File: src/rtl/ahbl_splitter.sv
// ahbl_splitter: 1:N AHB-Lite address decoder with response mux and built-in ERROR default slave
module ahbl_splitter #(
    parameter int N_PORTS = 2,
    parameter int W_ADDR  = 32,
    parameter int W_DATA  = 32,
    parameter logic [N_PORTS*W_ADDR-1:0] ADDR_MAP  = {32'h2000_0000, 32'h0000_0000},
    parameter logic [N_PORTS*W_ADDR-1:0] ADDR_MASK = {32'hf000_0000, 32'hf000_0000},
    parameter logic [N_PORTS-1:0]        CONN_MASK = {N_PORTS{1'b1}}
) (
    input  logic                        clk,
    input  logic                        rst_n,
    input  logic [W_ADDR-1:0]           src_d_pc,
    input  logic [W_DATA-1:0]           src_hartid,
    input  logic                        src_hready,
    output logic                        src_hready_resp,
    output logic                        src_hresp,
    input  logic [W_ADDR-1:0]           src_haddr,
    input  logic                        src_hwrite,
    input  logic [1:0]                  src_htrans,
    input  logic [2:0]                  src_hsize,
    input  logic [2:0]                  src_hburst,
    input  logic [3:0]                  src_hprot,
    input  logic                        src_hmastlock,
    input  logic [W_DATA-1:0]           src_hwdata,
    output logic [W_DATA-1:0]           src_hrdata,
    input  logic                        src_hexcl,
    input  logic [7:0]                  src_hmaster,
    output logic                        src_hexokay,
    output logic [N_PORTS*W_ADDR-1:0]   dst_d_pc,
    output logic [N_PORTS*W_DATA-1:0]   dst_hartid,
    output logic [N_PORTS-1:0]          dst_hready,
    input  logic [N_PORTS-1:0]          dst_hready_resp,
    input  logic [N_PORTS-1:0]          dst_hresp,
    output logic [N_PORTS*W_ADDR-1:0]   dst_haddr,
    output logic [N_PORTS-1:0]          dst_hwrite,
    output logic [N_PORTS*2-1:0]        dst_htrans,
    output logic [N_PORTS*3-1:0]        dst_hsize,
    output logic [N_PORTS*3-1:0]        dst_hburst,
    output logic [N_PORTS*4-1:0]        dst_hprot,
    output logic [N_PORTS-1:0]          dst_hmastlock,
    output logic [N_PORTS*W_DATA-1:0]   dst_hwdata,
    input  logic [N_PORTS*W_DATA-1:0]   dst_hrdata,
    output logic [N_PORTS-1:0]          dst_hexcl,
    output logic [N_PORTS*8-1:0]        dst_hmaster,
    input  logic [N_PORTS-1:0]          dst_hexokay
);

    typedef enum logic [1:0] {IDLE = 2'd0, ERR1 = 2'd1, ERR2 = 2'd2} state_t;

    state_t               state_q, state_d;
    logic [N_PORTS-1:0]   hit, sel_a, sel_dp_q, sel_dp_d;
    logic                 active, unmapped;
    logic [W_DATA-1:0]    slv_rdata;
    logic                 unused_hready;

    // Address acceptance is taken from our own HREADYOUT; the upstream copy carries no extra information.
    assign unused_hready = src_hready;

    // Decode the address against every connected region; lowest-index hit wins.
    always_comb begin
        hit = '0;
        for (int i = 0; i < N_PORTS; i++)
            hit[i] = ((src_haddr & ADDR_MASK[i*W_ADDR +: W_ADDR]) == ADDR_MAP[i*W_ADDR +: W_ADDR]) && CONN_MASK[i];
        sel_a    = hit & (~hit + N_PORTS'(1));
        active   = src_htrans[1];
        unmapped = active && !(|sel_a);
    end

    // Only the selected slave sees a non-IDLE transfer; everything else is broadcast.
    always_comb begin
        dst_htrans = '0;
        for (int i = 0; i < N_PORTS; i++)
            dst_htrans[i*2 +: 2] = (active && sel_a[i]) ? src_htrans : 2'b00;
    end

    assign dst_d_pc      = {N_PORTS{src_d_pc}};
    assign dst_hartid    = {N_PORTS{src_hartid}};
    assign dst_hready    = {N_PORTS{src_hready_resp}};
    assign dst_haddr     = {N_PORTS{src_haddr}};
    assign dst_hwrite    = {N_PORTS{src_hwrite}};
    assign dst_hsize     = {N_PORTS{src_hsize}};
    assign dst_hburst    = {N_PORTS{src_hburst}};
    assign dst_hprot     = {N_PORTS{src_hprot}};
    assign dst_hmastlock = {N_PORTS{src_hmastlock}};
    assign dst_hwdata    = {N_PORTS{src_hwdata}};
    assign dst_hexcl     = {N_PORTS{src_hexcl}};
    assign dst_hmaster   = {N_PORTS{src_hmaster}};

    // Data-phase owner advances only when the current data phase completes.
    always_comb sel_dp_d = src_hready_resp ? (active ? sel_a : '0) : sel_dp_q;

    // Data-phase select register.
    always_ff @(posedge clk or negedge rst_n)
        if (!rst_n) sel_dp_q <= '0;
        else        sel_dp_q <= sel_dp_d;

    // Error FSM state register.
    always_ff @(posedge clk or negedge rst_n)
        if (!rst_n) state_q <= IDLE;
        else        state_q <= state_d;

    // Error FSM next state: a two-cycle ERROR per accepted unmapped transfer, chaining without a gap.
    always_comb state_d = (state_q == ERR1) ? ERR2 : (src_hready_resp && unmapped) ? ERR1 : IDLE;

    // Read data from the data-phase owner (zero when no slave owns the data phase).
    always_comb begin
        slv_rdata = '0;
        for (int i = 0; i < N_PORTS; i++)
            slv_rdata = slv_rdata | (dst_hrdata[i*W_DATA +: W_DATA] & {W_DATA{sel_dp_q[i]}});
    end

    // Response to the master: error FSM overrides, otherwise the owning slave, otherwise an idle OKAY.
    always_comb begin
        src_hready_resp = (state_q == ERR1) ? 1'b0 :
                          (state_q == ERR2) ? 1'b1 :
                          (|sel_dp_q)       ? |(sel_dp_q & dst_hready_resp) : 1'b1;
        src_hresp       = (state_q != IDLE) ? 1'b1 : |(sel_dp_q & dst_hresp);
        src_hrdata      = (state_q != IDLE) ? '0 : slv_rdata;
        src_hexokay     = (state_q != IDLE) ? 1'b0 : |(sel_dp_q & dst_hexokay);
    end

endmodule
File: config.mk
export PLATFORM = sky130hd
export DESIGN_NAME = ahbl_splitter
export DESIGN_NICKNAME = d
export VERILOG_FILES = /design/src/rtl/ahbl_splitter.sv
export SDC_FILE = /design/constraint.sdc
export NUM_CORES = 1
export LEC_CHECK = 0
export BUFFER_PORTS_ARGS = -buffer_cell sky130_fd_sc_hd__buf_2
export CAP_MARGIN = 15
export CORE_AREA = 2 2 221 223
export DETAILED_ROUTE_END_ITERATION = 12
export DIE_AREA = 0 0 223 225
export GPL_TIMING_DRIVEN = 0
export PLACE_DENSITY = 0.32
export SLEW_MARGIN = 10
export SYNTH_ARGS = -nofsm -noshare
export SYNTH_HDL_FRONTEND = slang
export SYNTH_SLANG_ARGS = --single-unit
File: constraint.sdc
create_clock -name clk -period 1.66 [get_ports clk]
set_clock_uncertainty 0.15 [all_clocks]
set_input_delay 0.083 -clock clk [delete_from_list [all_inputs] [get_ports clk]]
set_output_delay 0.083 -clock clk [all_outputs]
set_load 0.005 [all_outputs]
# ---- After elaboration in Yosys (flattened, before gate mapping)
# Index checks and enable logic that the tools add are counted.
dict set report totals {
  word_cells 37
  regBits 4
}
dict set report op_classes {
  n_bitwise 8
  reduce_logical 12
  eq_ne 3
  addsub 1
  n_mux 11
}
# op count
set op_table {}
lappend op_table {{AND 32 bit} 2}
lappend op_table {{logical NOT 32 bit} 1}
lappend op_table {{2-to-1 mux 32 bit} 1}
lappend op_table {{OR 32 bit} 1}
lappend op_table {{OR reduction 2 bit} 5}
lappend op_table {{AND 2 bit} 4}
lappend op_table {{2-to-1 mux 2 bit} 4}
lappend op_table {{2-to-1 mux 1 bit} 6}
lappend op_table {{equality test 4 x 2 -> 1 bit (second input constant)} 1}
lappend op_table {{logical AND 1 bit} 4}
lappend op_table {{adder 2 x 1 -> 2 bit (second input constant)} 1}
lappend op_table {{equality test 2 x 1 -> 1 bit (second input constant)} 1}
lappend op_table {{equality test 2 bit (second input constant)} 1}
lappend op_table {{NOT 2 bit} 1}
lappend op_table {{nonzero test 2 bit} 1}
lappend op_table {{logical NOT 1 bit} 1}

# ---- Longest topological paths before layout
# Gate-level depths: netlist (run 1).
dict set report logic_depth {
  ltp_word 10
  ltp_mapped 5
  ltp_nobuf 4
}

# ---- Least setup slack after synthesis (run 1)
# OpenSTA, ideal clock, no wires.
dict set report synth_timing {
  kind {register -> register}
  startpoint {register sel_dp_q[1]}
  endpoint {register sel_dp_q[0]}
  slack_ns -0.004
  setup_ns 0.125
  stages_incl_launch_ff 6
  t_required_ns 1.385
  period_less_slack_ns 1.664
  path_buffers 1
  arrival_time_ns 1.389
  path_cell_list {dfrtp_1 -> buf_6 -> a22oi_2 -> o21ai_1 -> maj3_2 -> mux2_4}
}
dict set report synth_via {
  elab_chain_cells 5
  elab_cells_between_ends 6
  cone_classes {mux (3); bitwise (1); reduce/logical (2)}
}
# item line_no
set synth_lines {}
lappend synth_lines {{from (decl)} 51} ;# logic [N_PORTS-1:0] hit, sel_a, sel_dp_q, sel_dp_d;
lappend synth_lines {{from (signal assigned)} 95} ;# else sel_dp_q <= sel_dp_d;
lappend synth_lines {{AND 2 bit} 116} ;# (|sel_dp_q) ? |(sel_dp_q & dst_hready_resp) : 1'b1;
lappend synth_lines {{OR reduction 2 bit} 116}
lappend synth_lines {{2-to-1 mux 1 bit (*)} 116}
lappend synth_lines {{2-to-1 mux 1 bit (*)} 115} ;# (state_q == ERR2) ? 1'b1 :
lappend synth_lines {{2-to-1 mux 1 bit (*)} 114} ;# src_hready_resp = (state_q == ERR1) ? 1'b0 :
lappend synth_lines {{via src_hready_resp} 15} ;# output logic src_hready_resp,
# The timed path passes the listed nets; every way through them passes the cells marked *.
# A chain may end at the register's enable or synchronous reset.

# ---- Worst setup path after layout (run 1)
dict set report layout_timing {
  startpoint {register sel_dp_q[1]}
  endpoint {register sel_dp_q[0]}
}
dict set report layout_via {
  elab_chain_cells 5
  elab_cells_between_ends 6
  cone_classes {mux (3); bitwise (1); reduce/logical (2)}
}
# item line_no
set layout_lines {}
lappend layout_lines {{AND 2 bit} 116}
lappend layout_lines {{OR reduction 2 bit} 116}
lappend layout_lines {{2-to-1 mux 1 bit (*)} 116}
lappend layout_lines {{2-to-1 mux 1 bit (*)} 115}
lappend layout_lines {{2-to-1 mux 1 bit (*)} 114}
# Every way passes the cells marked *; elsewhere a longest branch is shown, timed or not.

==> results.md, run 1 <==
| Group | Result | Value |
| --- | --- | --- |
| job | Number of max-cap violations | 0 |
| routing | Detail-routed via count per cell | 2.58 |
| clock network | Buffers from clock root to sink, at most | 2 |
| pwr | Register share of total power | 6.1% |
| logic synthesis | Sequential area share after synthesis | 3.45% |
| status | Status | complete, but fails checks |
| routing | Routed wirelength normalized by instance count | 10.4 um |
| clock network | Number of clock buffers inserted by TritonCTS | 3 |
| cells and area | Fill cell instance count of the final layout | 5509 |
| setup path | Cell depth of the worst flop-to-flop path | 6 |
| timing | Portion of the clock cycle consumed by the worst path in the final layout | 110% |
| cells and area | Multi-input logic area | 547 sq um |
| timing | Max-slew violation total from the final report | 0 |
| timing | Period minus WS final | 1.83 ns |
| timing | Setup repair after global routing missed its margin | yes |
| worst hold path | Min-Delay Path Class | primary input to flop |
| cells and area | Fin nets | 1045 |
| setup path | Capturing point of the worst reg2reg path | sel_dp_q[0] |
| floorplan | Row count | 80 |
| grt | Global-route wire length before repair | 19600 um |
| routing | Detailed-routing iteration count for the pre-antenna-repair pass | 4 |
| logic synthesis | Area fraction of the dominant cell type after synthesis | 77.6% |
| clock network | Clock latency of the later-clocked register in the worst-skew pair | 0.22 ns |
| worst hold path | Hold Crit Depth | 2 |
| setup path | Reg-to-reg startpoint | sel_dp_q[1] |
| cells and area | Antenna fix cells | 0 |
| setup path | Highest net fanout along the worst path | 5 |
| setup path | Nature of the critical path startpoint | flop |
| status | Violated checks | negative setup slack |
| routing | Residual DRC count | 0 |
| setup path | Worst Setup End Kind | flop |
| logic synthesis | Yosys warnings | 0 |
| place | Dpl ws | -0.667 ns |
| floorplan | Boundary pin count | 563 |
| setup path | Worst endpoint data arrival time | 1.78 ns |
| logic synthesis | Most area-consuming cells after synthesis | buf_4 (78%), a22oi_1 (8.5%), nor2_1 (4.5%) |
| grt | Remaining global-route overflow | 0 |
| floorplan | Core area | 47500 sq um |
| routing | Routed WL | 14900 um |
| worst hold path | Start point of the worst hold path | src_htrans[1] |
| routing | DRT antenna net count | 0 |
| clock network | Master cell of the clock root buffer | clkbuf_16 |
| setup path | Crit path required time | 1.61 ns |
| pwr | Net switching fraction of the power | 29.1% |
| pwr | Internal power contribution | 1.28 mW |
| logic synthesis | Mean instance size in the synthesized netlist | 7.29 sq um |
| timing | Slew Limit Headroom | 65.8% |
| place | Gpl congestion | 0.697 |
| routing | DR vias | 3697 |
| floorplan | Die height | 225 um |
| floorplan | Initial Util | 6.11% |
| pwr | Worst vdd ir | 0.250 mV |
| floorplan | Horizontal extent of the die | 223 um |
| pwr | Leakage Power | 3.46 nW |
| cells and area | Share of post-route cells with drive strength above 1 | 91.1% |
| logic synthesis | Syn Nets | 622 |
| clock network | H-tree lvl count | 1 |
| place | Final HPWL from detailed placement | 14100 um |
| worst hold path | Hold Crit Endpoint | state_q[0] |
| timing | Final setup violation count | 15 |
| timing | Maximum clock rate | 546 MHz |
| timing | Final Hold Fails | 0 |
| cells and area | Final design instance area without fill | 6000 sq um |
| setup path | Setup slack on the worst flop-to-flop path | -0.17 ns |
| cells and area | Number of non-filler instances in the completed layout | 1434 |
| pwr | Clk network pwr share | 20.3% |
| place | Dpl cell area | 5750 sq um |
| pwr | PD cells | 302 nW/um^2 |
| grt | Total routing resource utilization after global routing | 5.11% |
| logic synthesis | Post-synthesis register bit count | 4 |
| cells and area | Synthesis-to-layout area growth | 107% |
| timing | Transition time of the tightest slew-check pin | 0.513 ns |
| setup path | Start-to-end type of the worst setup path | flop to flop |
| cells and area | Sequential cell area | 100 sq um |
| pwr | Sw Pwr | 526 uW |
| pwr | Comb pwr share | 73.6% |
| clock network | Clock sink count | 4 |
| grt | Via count of the first global-routing pass | 3463 |
| logic synthesis | Most area-hungry cell type in the Yosys netlist | buf_4 |
| logic synthesis | Count of cell types in the netlist | 20 |
| timing | Min setup slack post-route | -0.172 ns |
| routing | Initial drt markers | 43 |
| clock network | TritonCTS clock tree | done |
| grt | Initial antenna violation count | 1 |
| grt | Maximum number of pins on one net before global-route repair | 11 |
| clock network | Reg clk slew, reported paths | 0.03 ns |
| place | Input/output buffers | 416 |
| logic synthesis | Number of instances in the synthesized netlist | 398 |
| logic synthesis | Netlist area before placement | 2900 sq um |
| floorplan | Full die area | 50200 sq um |
| place | Cell count after placement | 1429 |
[worst max path at each step]
| stage | from | to | slack (ns) | cells after the start |
|---|---|---|---|---|
| after floorplan | sel_dp_q[1] | sel_dp_q[0] | 0.01 | 5 |
| after global placement | state_q[1] | src_hrdata[22] | -0.66 | 5 |
| after detailed placement | state_q[1] | src_hrdata[22] | -0.67 | 5 |
| after CTS | sel_dp_q[1] | sel_dp_q[0] | -0.20 | 6 |
| after global routing | sel_dp_q[1] | sel_dp_q[0] | -0.25 | 6 |
| final | sel_dp_q[1] | sel_dp_q[0] | -0.17 | 6 |
[layer usage]
layer | part of all wire [%] | GRT usage [%] | up-vias
li1 | - | - | 1810
met1 | 33 | 5.11 | 1573
met2 | 57 | 11.0 | 308
met3 | 8.7 | 0.717 | 6
met4 | 1.2 | 0.953 | 0
met5 | 0 | 0 | -
[Yosys cell counts, drive strengths merged]
master,n
clkbuf,7
a22oi,34
or2,1
a221o,1
and2,2
maj3,1
nand2,1
buf,305
dfrtp,4
nor3,1
o311a,1
o21ai,1
mux2,2
inv,1
nor2,35
nor3b,1
[cell usage in the layout, fill, tap and decap left out, types with 2 or more instances in the layout]
cell type | Yosys | final
buf_4 | 300 | 298
a22oi_1 | 33 | 25
clkbuf_4 | 0 | 3
dfrtp_1 | 4 | 4
clkbuf_16 | 0 | 4
buf_6 | 1 | 9
a22oi_2 | 1 | 9
buf_2 | 1 | 415
mux2_4 | 2 | 2
nor2_1 | 35 | 34
and2_1 | 2 | 2
[kinds of logic (layout without fill, tap and decap cells)]
kind of cell	after synthesis	after routing	synth area share, %
fa+ha+maj	1	1	0.388
compound gates	37	37	9.83
flops	4	4	3.45
buf+inv	313	734	79.6
simple gates	41	41	5.73
mux	2	2	1.03
[final cells by class]
type,instances,share of cell area (%)
multi-input cells,81,9.12
well taps,615,12.8
inverters,1,0.0626
plain buffers,311,39.5
clock buffers,3,1.25
repair buffers,419,35.6
flip-flops and latches,4,1.67
[power by group through the flow]
| stage | combinational, mW | clock [mW] | sequential [mW] |
|---|---|---|---|
| floorplan | 0.705 | 0 | 0.110 |
| global route | 1.44 | 0.386 | 0.111 |
| global placement | 1.30 | 0 | 0.110 |
| finish | 1.33 | 0.367 | 0.110 |
| detailed placement | 1.29 | 0 | 0.110 |
| CTS | 1.35 | 0.373 | 0.110 |
[stage by stage]
step / hold slack, ns / setup TNS (ns) / util (%) / power, mW
final: 0.000258 / -1.04 / 12.6 / 1.81
after global routing: 0.0102 / -2.92 / 12.6 / 1.94
after CTS: 0.00202 / -1.51 / 12.5 / 1.83
after detailed placement: -0.251 / -7.52 / 12.1 / 1.40
after global placement: -0.253 / -8.06 / 12.1 / 1.41
after floorplan: -0.363 / 0 / - / 0.815
[registers in the layout, summed over array words and instances, names as in the netlist]
signal    count
sel_dp_q      2
state_q       2
[timing repair]
item / CTS / global route
hold endpoints to repair: 4 / 0
gates resized for setup: 30 / 12
hold buffers: 1 / 0
setup buffers: 2 / 0
setup endpoints to repair: 36 / 28
pin swaps: 4 / 1
[critical path, stage by stage, from the launching register on]
cell     delay [ns]
dfrtp_1        0.36
buf_6          0.14
a22oi_2        0.17
o21ai_2        0.08
maj3_2         0.38
buf_6          0.15
mux2_4         0.28
Note: power is estimated with default switching activity, not from simulation.
==> run 2, diff against run 1 <==
--- a/config.mk
+++ b/config.mk
@@ -5,13 +5,14 @@
 export SDC_FILE = /design/constraint.sdc
 export NUM_CORES = 1
 export LEC_CHECK = 0
+export ABC_AREA = 1
 export BUFFER_PORTS_ARGS = -buffer_cell sky130_fd_sc_hd__buf_2
 export CAP_MARGIN = 15
-export CORE_AREA = 2 2 221 223
+export CORE_AREA = 2 2 217 219
 export DETAILED_ROUTE_END_ITERATION = 12
-export DIE_AREA = 0 0 223 225
+export DIE_AREA = 0 0 219 221
 export GPL_TIMING_DRIVEN = 0
-export PLACE_DENSITY = 0.32
+export PLACE_DENSITY = 0.33
 export SLEW_MARGIN = 10
 export SYNTH_ARGS = -nofsm -noshare
 export SYNTH_HDL_FRONTEND = slang
==> run 2 against run 1 <==
  * The run now ends clean
  * Cell count is 3.7% higher
  * Fmax grew 12%
  * Non-clock buffer count increased by 6
  * Register-to-register slack better by 0.37 ns
  * Global-route usage up 0.56 points
  * Clock-buffer cell count unchanged
  * Wire length is 6.6% higher
  * Highest routed layer unchanged
  * Critical endpoint is now dst_hready[0]
  * Sequential share of layout area is essentially flat
  * Die area is 3.5% lower
  * Utilization up 0.72 points
  * Sequential power is 5% higher
==> results.md, run 2 <==
| Group | Result | Value |
| --- | --- | --- |
| logic synthesis | Post-synthesis register bit count | 4 |
| grt | Global-route wire length before repair | 21000 um |
| timing | Transition time of the tightest slew-check pin | 0.254 ns |
| grt | Via count of the first global-routing pass | 3829 |
| cells and area | Fill cell instance count of the final layout | 5415 |
| cells and area | Final design instance area without fill | 6140 sq um |
| pwr | Leakage Power | 3.54 nW |
| routing | Residual DRC count | 0 |
| clock network | H-tree lvl count | 1 |
| cells and area | Most common library cell in the layout ignoring fill and taps | buf_2 |
| logic synthesis | Sequential area share after synthesis | 3.35% |
| logic synthesis | Share of the synthesized netlist area taken by xor and xnor gates | 0% |
| floorplan | Horizontal extent of the die | 219 um |
| routing | Detailed-routing iteration count for the pre-antenna-repair pass | 4 |
| grt | Maximum number of pins on one net before global-route repair | 11 |
| logic synthesis | Proportion of register bits with asynchronous set or reset after synthesis | 100% |
| floorplan | Row count | 79 |
| pwr | Pwr Total | 1.83 mW |
| place | Cell count after placement | 1475 |
| setup path | Cells along the critical path | buf_12 > nand2_4 > inv_2 > nor2_4 > nand2_2 > nand2_2 > inv_2 > buf_4 > buf_6 |
| logic synthesis | Synth top cells by count | buf_4 (300), nand2_1 (80), a21oi_1 (33) |
| setup path | Start-to-end type of the worst setup path | flop to primary output |
| logic synthesis | Mean instance size in the synthesized netlist | 6.60 sq um |
| logic synthesis | Most frequent cell after synthesis | buf_4 |
| routing | Routed WL | 15900 um |
| timing | Period minus WS final | 1.64 ns |
| logic synthesis | Area share of fa/ha/maj cells after synthesis | 0% |
| logic synthesis | Syn Nets | 676 |
| grt | Initial antenna violation count | 3 |
| logic synthesis | Largest family of logic cells by synthesized area | buffers and inverters |
| logic synthesis | Post-synth EDFFs | 0 |
| grt | Remaining global-route overflow | 0 |
| routing | DRT antenna net count | 0 |
| cells and area | Number of non-filler instances in the completed layout | 1487 |
| pwr | PD cells | 298 nW/um^2 |
| clock network | Buffers from clock root to sink, at most | 2 |
| setup path | CP max stage delay | 0.39 ns |
| place | Gpl congestion | 0.736 |
| clock network | Clock sink count | 4 |
| cells and area | Antenna fix cells | 0 |
| cells and area | Most frequent cells in the layout | buf_2 (414), buf_4 (307), nand2_1 (77) |
| timing | Slew Limit Headroom | 83.0% |
| logic synthesis | Number of instances in the synthesized netlist | 452 |
| floorplan | Core area | 46100 sq um |
| routing | Initial drt markers | 57 |
| setup path | Nature of the critical path startpoint | flop |
| logic synthesis | Multiplexer share of the synthesized area | 0% |
| logic synthesis | Most area-consuming cells after synthesis | buf_4 (75%), nand2_1 (10%), a21oi_1 (5.5%) |
| floorplan | Die height | 221 um |
| timing | Final setup violation count | 0 |
| logic synthesis | Share of the synthesized area in compound gates (AO/OA/AOI/OAI) | 5.53% |
| routing | DR vias | 3913 |
| place | Dpl cell area | 5830 sq um |
| timing | Setup repair after global routing missed its margin | yes |
| routing | Routed wirelength normalized by instance count | 10.7 um |
| setup path | Highest net fanout along the worst path | 5 |
| setup path | Worst Setup End Kind | primary output |
| cells and area | Final core utilization | 13.3% |
| place | Input/output buffers | 416 |
| grt | Total routing resource utilization after global routing | 5.67% |
| logic synthesis | Netlist area before placement | 2980 sq um |
| pwr | Worst vdd ir | 0.242 mV |
| logic synthesis | Area fraction of the dominant cell type after synthesis | 75.5% |
| logic synthesis | Count of cell types in the netlist | 11 |
| job | Number of max-cap violations | 0 |
| logic synthesis | Yosys warnings | 0 |
| clock network | Number of clock buffers inserted by TritonCTS | 3 |
| place | Final HPWL from detailed placement | 14300 um |
| status | Status | completed |
| timing | Portion of the clock cycle consumed by the worst path in the final layout | 98.7% |
| logic synthesis | Most area-hungry cell type in the Yosys netlist | buf_4 |
| routing | Detail-routed via count per cell | 2.63 |
| clock network | Master cell of the clock root buffer | clkbuf_16 |
| logic synthesis | Simple-gate share of the synthesized area | 12.2% |
| clock network | Reg clk slew, reported paths | 0.03 ns |
| cells and area | Fin nets | 1106 |
| clock network | Clock latency of the later-clocked register in the worst-skew pair | 0.23 ns |
| cells and area | Synthesis-to-layout area growth | 106% |
| clock network | TritonCTS clock tree | done |
| cells and area | Share of post-route cells with drive strength above 1 | 85.6% |
| worst hold path | Min-Delay Path Class | primary input to async pin |
| floorplan | Boundary pin count | 563 |
| setup path | Worst endpoint data arrival time | 1.41 ns |
| timing | Max-slew violation total from the final report | 0 |
| setup path | Crit path required time | 1.43 ns |
| logic synthesis | Prevailing post-synth register cell | dfrtp_1 |
| floorplan | Initial Util | 6.48% |
| setup path | Slowest library cell on the worst path | dfrtp_1 |
| timing | Final Hold Fails | 0 |
| floorplan | Full die area | 48400 sq um |
| timing | Maximum clock rate | 610 MHz |
| cells and area | Registers with the highest flip-flop counts | sel_dp_q: 2 flops, state_q: 2 flops |
[run 2: final cells by class]
cell class,count,area [sq um],area share (%)
buffer,311,2370,38.7
timing repair buffer,425,2210,36.0
tap,607,759,12.4
multi-input combinational,128,584,9.52
sequential,4,101,1.65
clock buffer,3,75.1,1.22
inverter,9,36.3,0.591
[run 2: layer usage]
| metal | part of all wire, % | routed length [um] | global-route usage, % |
|---|---|---|---|
| met5 | 0 | 0 | 0 |
| met4 | 0.50 | 80 | 0.327 |
| met3 | 8.8 | 1400 | 0.715 |
| met2 | 58 | 9180 | 12.6 |
| met1 | 33 | 5240 | 5.49 |
[run 2: power breakdown]
group          total (mW)  switching (mW)  internal, mW
registers           0.115         0.00868         0.106
clock network       0.377          0.0694         0.308
logic                1.34           0.475         0.863
[run 2: timing repair]
action | 4_1_cts | 5_1_grt
hold buffers | 2 | 0
endpoints found under the setup margin | 34 | 27
gates cloned | 1 | 1
setup buffers | 3 | 2
hold endpoints to repair | 5 | 0
pin swaps | 3 | 3
gates resized for setup | 22 | 19
[run 2: cells by family after synthesis]
kind of cell           count (synthesis)
buffers and inverters                320
and+or+nand+nor                       95
AOI/OAI and AO/OA                     33
DFF                                    4
[run 2: worst max-delay path: cells and delay by family, from the launching register on]
kind                   cells  cell delay [ns]
buffers and inverters      5             0.48
DFF                        1             0.39
and+or+nand+nor            4             0.31
[run 2: stage by stage]
step	setup TNS, ns	hold slack (ns)	setup slack (ns)
after floorplan	0	-0.363	0.425
after global placement	-0.156	-0.255	-0.0652
after detailed placement	-0.145	-0.253	-0.0654
after CTS	-0.0415	0.0838	-0.0209
after global routing	-0.140	0.107	-0.0505
final	0	0.0695	0.0214
[run 2: worst paths after layout]
path                               start       endpoint  slack [ns]  cells past startpoint
setup / recovery             sel_dp_q[1]  dst_hready[0]        0.02                      9
hold reg to reg               state_q[0]     state_q[1]        0.51                      2
hold / removal                     rst_n     state_q[1]        0.07                      2
setup reg to reg             sel_dp_q[1]    sel_dp_q[1]        0.20                      9
max in group asynchronous          rst_n    sel_dp_q[0]        1.15                      2
min in group clk           src_haddr[28]     state_q[0]        0.16                      5
